`config.mk`:
```
export PLATFORM = sky130hd
export DESIGN_NAME = div_unit
export DESIGN_NICKNAME = d
export VERILOG_FILES = /design/src/rtl/div_unit.sv
export SDC_FILE = /design/constraint.sdc
export NUM_CORES = 1
export LEC_CHECK = 0
export CAP_MARGIN = 20
export CORE_MARGIN = 10
export CORE_UTILIZATION = 51
export DETAILED_ROUTE_END_ITERATION = 12
export PLACE_DENSITY = 0.78
export SYNTH_ARGS = -nofsm -noshare
export SYNTH_HDL_FRONTEND = slang
export SYNTH_SLANG_ARGS = --single-unit
```
`constraint.sdc`:
```
create_clock -name clk -period 3.1 [get_ports clk]
set_input_delay 0.62 -clock clk [delete_from_list [all_inputs] [get_ports clk]]
set_output_delay 0.62 -clock clk [all_outputs]
set_load 0.05 [all_outputs]
```
`src/rtl/div_unit.sv`:
```
// Multicycle restoring divider: one quotient bit per clock, then a sign-fix cycle.
// Optional DIV_UNSIGNED_EN adds an unsigned_op input for DIVU semantics.

module div_unit #(
  parameter int WIDTH = 32
) (
  input  logic             clk,
  input  logic             reset,
  input  logic             start,
`ifdef DIV_UNSIGNED_EN
  input  logic             unsigned_op,
`endif
  input  logic [WIDTH-1:0] a_in,
  input  logic [WIDTH-1:0] b_in,
  output logic [WIDTH-1:0] lo_out,
  output logic [WIDTH-1:0] hi_out,
  output logic             busy,
  output logic             done,
  output logic             div_zero
);

  // state | meaning
  // IDLE  | waiting for start; results held, done/div_zero pulses emitted here
  // RUN   | one restoring-division step per edge, WIDTH edges total
  // FIX   | apply quotient/remainder signs, write lo/hi, raise done
  localparam logic [1:0] IDLE = 2'd0;
  localparam logic [1:0] RUN  = 2'd1;
  localparam logic [1:0] FIX  = 2'd2;

  localparam int CNT_W = (WIDTH > 2) ? $clog2(WIDTH) : 1;
  localparam logic [CNT_W-1:0] CNT_LAST = CNT_W'(WIDTH - 1);

  logic [1:0]       state_q, state_d;
  logic [WIDTH-1:0] dvd_q, dvd_d;
  logic [WIDTH-1:0] dvs_q, dvs_d;
  logic [WIDTH-1:0] rem_q, rem_d;
  logic [CNT_W-1:0] cnt_q, cnt_d;
  logic             sign_quo_q, sign_quo_d;
  logic             sign_rem_q, sign_rem_d;
  logic [WIDTH-1:0] lo_q, lo_d;
  logic [WIDTH-1:0] hi_q, hi_d;
  logic             done_q, done_d;
  logic             dz_q, dz_d;

  logic             signed_op;
  logic [WIDTH:0]   trial;
  logic [WIDTH:0]   diff;

`ifdef DIV_UNSIGNED_EN
  assign signed_op = ~unsigned_op;
`else
  assign signed_op = 1'b1;
`endif

  // One spare bit so divisors above 2^(WIDTH-1) (unsigned mode) still compare correctly.
  assign trial = {rem_q, dvd_q[WIDTH-1]};
  assign diff  = trial - {1'b0, dvs_q};

  always_comb begin
    state_d    = state_q;
    dvd_d      = dvd_q;
    dvs_d      = dvs_q;
    rem_d      = rem_q;
    cnt_d      = cnt_q;
    sign_quo_d = sign_quo_q;
    sign_rem_d = sign_rem_q;
    lo_d       = lo_q;
    hi_d       = hi_q;
    done_d     = 1'b0;
    dz_d       = 1'b0;

    case (state_q)
      IDLE: begin
        if (start) begin
          if (b_in == '0) begin
            dz_d = 1'b1;
          end else begin
            dvd_d      = (signed_op && a_in[WIDTH-1]) ? (~a_in + 1'b1) : a_in;
            dvs_d      = (signed_op && b_in[WIDTH-1]) ? (~b_in + 1'b1) : b_in;
            sign_quo_d = signed_op & (a_in[WIDTH-1] ^ b_in[WIDTH-1]);
            sign_rem_d = signed_op & a_in[WIDTH-1];
            rem_d      = '0;
            cnt_d      = '0;
            state_d    = RUN;
          end
        end
      end

      RUN: begin
        // Dividend register doubles as the quotient: bits shift out the top, quotient bits in at the bottom.
        if (!diff[WIDTH]) begin
          rem_d = diff[WIDTH-1:0];
          dvd_d = {dvd_q[WIDTH-2:0], 1'b1};
        end else begin
          rem_d = trial[WIDTH-1:0];
          dvd_d = {dvd_q[WIDTH-2:0], 1'b0};
        end
        cnt_d = cnt_q + 1'b1;
        if (cnt_q == CNT_LAST) begin
          state_d = FIX;
        end
      end

      FIX: begin
        lo_d    = sign_quo_q ? (~dvd_q + 1'b1) : dvd_q;
        hi_d    = sign_rem_q ? (~rem_q + 1'b1) : rem_q;
        done_d  = 1'b1;
        state_d = IDLE;
      end

      default: begin
        state_d = IDLE;
      end
    endcase
  end

  always_ff @(posedge clk or negedge reset) begin
    if (!reset) begin
      state_q    <= IDLE;
      dvd_q      <= '0;
      dvs_q      <= '0;
      rem_q      <= '0;
      cnt_q      <= '0;
      sign_quo_q <= 1'b0;
      sign_rem_q <= 1'b0;
      lo_q       <= '0;
      hi_q       <= '0;
      done_q     <= 1'b0;
      dz_q       <= 1'b0;
    end else begin
      state_q    <= state_d;
      dvd_q      <= dvd_d;
      dvs_q      <= dvs_d;
      rem_q      <= rem_d;
      cnt_q      <= cnt_d;
      sign_quo_q <= sign_quo_d;
      sign_rem_q <= sign_rem_d;
      lo_q       <= lo_d;
      hi_q       <= hi_d;
      done_q     <= done_d;
      dz_q       <= dz_d;
    end
  end

  assign lo_out   = lo_q;
  assign hi_out   = hi_q;
  assign busy     = (state_q != IDLE);
  assign done     = done_q;
  assign div_zero = dz_q;

endmodule

```
==> results by group <==
Status
  – Outcome: finished clean

Clock tree
  – Skew-Pair Late Insertion Delay: between 0.4 and 0.5 ns
  – Hold buffer count at CTS: 0
  – Root buffer cell: clkbuf_16
  – H-tree level count: 4
  – TritonCTS Buffers: 17
  – Clk sinks: between 150 and 200
  – CTS tree: yes
  – CTS Buffer Depth: 2
  – CTS clk-pin slew, worst paths: 0.07 ns

Synth
  – Top-area cell type share of the netlist area: 0.390
  – YS warnings: 0
  – Count leader, synth: nand2_1
  – Post-synth EDFFs: 0
  – Dominant synthesized flop cell: dfrtp_1
  – FFs w/ async S/R, synth: 1.00
  – Library cells used by synthesis: 64
  – Synthesized area per cell: 8.62 um^2
  – Yosys reg bits: 171
  – Synth Net Count: approximately 1400
  – Post-Syn Instances: approximately 1300
  – Syn Std Cell Area: ~11000 um^2
  – Synth top cells by count: nand2_1 (196), o21ai_0 (190), dfrtp_1 (171)
  – Register area share after synthesis: 0.390
  – Area contributors post-synth: dfrtp_1 (39%), o21ai_0 (8.7%), xor2_1 (6.9%)
  – Yosys top cell by area: dfrtp_1

Floorplanning
  – Die width: 167 um
  – Die Y: approximately 170 um
  – Core Area: about 21000 um^2
  – Total die area: around 28000 um^2
  – Initial core utilization: 0.521
  – Std cell rows: 53
  – I/O pins: roughly 130

Route
  – Detailed Route WL: roughly 32 mm
  – Routed WL per cell: around 18 um
  – Vias/cell: around 5.8
  – DR vias: around 10000
  – First DRT Iteration DRCs: between 1000 and 1500
  – Drt drc: 0
  – DR pass1 iterations: 5
  – Antenna-violating nets left: 0

Critical path
  – Crit Path Max Fanout: 5
  – Endpoint class of the critical path: flop
  – Worst Path Arrival: 3.40 ns
  – CP Launch Type: input port
  – Worst endpoint required time: roughly 3.5 ns
  – CP Class: input port to flop

Run
  – Max-cap violations: 0

STA
  – Final slew viol count: 0
  – Setup TNS: 0 ns
  – # setup viols final: 0
  – Fin crit share: 0.979
  – Final hold violation count: 0
  – Slew headroom: 0.311
  – Slew @ Worst Pin: just over 1 ns
  – Max Freq: approximately 330 MHz
  – Final min period: 3.03 ns
  – Setup Skew: ~0.011 ns
  – Unrepaired setup endpoints after global routing: true

GRT
  – Grt ovf: 0
  – Gr usage total: 0.214
  – Vias in the first global route: roughly 9800
  – Pin count of the biggest net entering global routing: 76
  – First-pass GRT wire length: between 50 and 60 mm
  – Initial antenna violation count: 0

Power and ir drop
  – VDD IR max: about 0.6 mV
  – PwrDens: 1230 nW/um^2
  – LEAKAGE: around 0.0062 uW

Min path
  – Worst Hold Class: input port to asynchronous set/reset pin

Place
  – Final Wtd Congestion: between 0.9 and 1
  – I/O Buffers: approximately 130
  – Dpl cells: approximately 1800
  – DPL Wire Length: about 24 mm

Finish
  – Layout Cells excl Fill: between 1500 and 2000
  – NumNets Final: around 1600
  – Ant. Diodes: 0
  – Layout cells sized above 1: 0.145
  – Area grow syn2layout: 31.6%
## final timing paths
path | start | endpoint | slack (ns) | cells after the start
setup / recovery | a_in[10] | dvd_q[30] | 0.07 | 9
hold / removal | reset | dvs_q[11] | 0.09 | 1
setup reg to reg | dvs_q[0] | rem_q[21] | 0.11 | 13
hold reg to reg | hi_out[8] | hi_out[8] | 0.48 | 2
max in group asynchronous | reset | lo_out[12] | 2.22 | 2
min in group clk | hi_out[8] | hi_out[8] | 0.48 | 2
## layout make-up
| cell class | count | area (um^2) |
|---|---|---|
| flip-flops and latches | 171 | 4280 |
| repair buffers | 277 | 2630 |
| clock buffers | 17 | 425 |
| well taps | 275 | 344 |
| inverters | 53 | 199 |
| clock inverters | 15 | 203 |
| fillers | 1595 | 6640 |
| multi-input cells | 984 | 6370 |
## metrics by stage
stage / power (uW) / utilization / hold slack [ns] / worst slack, ns / instance area (um^2)
final: 17700 / 0.685 / 0.0924 / 0.0655 / 14500
after global routing: 18900 / 0.685 / 0.114 / -0.0123 / 14500
after CTS: 17100 / 0.677 / 0.102 / 0.00668 / 14300
after detailed placement: 14800 / 0.644 / 0.471 / -0.554 / 13600
after global placement: 14400 / 0.644 / 0.460 / -0.527 / 13600
after floorplan: 11200 / - / 0.324 / -0.0342 / 11000
## report_power, final
group | switching, uW | internal, uW
combinational | 6410 | 4800
sequential | 1020 | 3280
clock | 1070 | 1180
## flip-flops by register name, indices dropped and copies added (netlist names)
register    flops
cnt_q           5
div_zero        1
done            1
dvd_q          32
dvs_q          32
hi_out         32
lo_out         32
rem_q          32
sign_quo_q      1
sign_rem_q      1
state_q         2
## cells in the final DEF (no fill, tap or decap), types with 5 or more instances in the layout
master / Yosys / layout
nand2_1: 196 / 194
o21ai_0: 190 / 185
dfrtp_1: 171 / 170
clkdlybuf4s50_1: 0 / 127
buf_4: 1 / 127
xor2_1: 86 / 86
nor2_1: 66 / 66
xnor2_1: 63 / 63
inv_1: 53 / 52
a21oi_1: 52 / 50
ha_1: 38 / 37
o31ai_1: 33 / 32
mux2i_1: 26 / 26
or4_1: 21 / 20
clkbuf_16: 0 / 20
o41ai_1: 20 / 19
o22ai_1: 17 / 16
nand3_1: 12 / 12
or3_1: 13 / 12
buf_12: 0 / 11
nor3_1: 10 / 10
nand2b_1: 11 / 9
a21o_1: 9 / 9
o211ai_1: 8 / 8
nor2b_1: 10 / 7
nand4_1: 7 / 7
o21ai_1: 2 / 7
nor4_1: 9 / 6
o21a_1: 6 / 6
a211oi_1: 6 / 6
a32oi_1: 6 / 6
and3_1: 5 / 5
or4_4: 4 / 5
and2_1: 5 / 5
inv_8: 0 / 5
clkinv_8: 0 / 5
## cell families after synthesis
logic type	synth area share
buffers and inverters	0.0416
muxes	0.0237
and+or+nand+nor	0.162
xor gates and xnor gates	0.120
adders and majority gates	0.0451
AOI/OAI and AO/OA	0.218
DFF	0.390
## worst max-delay path: stages
cell and delay (ns):
dlygate4sd2_1 0.24, or4_4 0.53, or4_4 0.53, or4_4 0.54
or3_4 0.35, o41ai_2 0.24, xnor2_1 0.16, nor2_1 0.06
o21ai_1 0.13
## layer usage
| metal | wire (um) | share of wire | vias to the layer above | global-route usage |
|---|---|---|---|---|
| li1 | - | - | 5007 | - |
| met1 | 14400 | 0.46 | 4952 | 0.306 |
| met2 | 13800 | 0.44 | 402 | 0.315 |
| met3 | 2760 | 0.087 | 48 | 0.0485 |
| met4 | 582 | 0.018 | 0 | 0.0657 |
| met5 | 0 | 0 | - | 0 |
## timing repair
item / CTS / global route
buffers inserted: 2 / 0
pin swaps: 10 / 4
resized for setup: 9 / 23
gates cloned: 1 / 4
endpoints found under the setup margin: 35 / 64
Power figures use the tool's default switching activity.
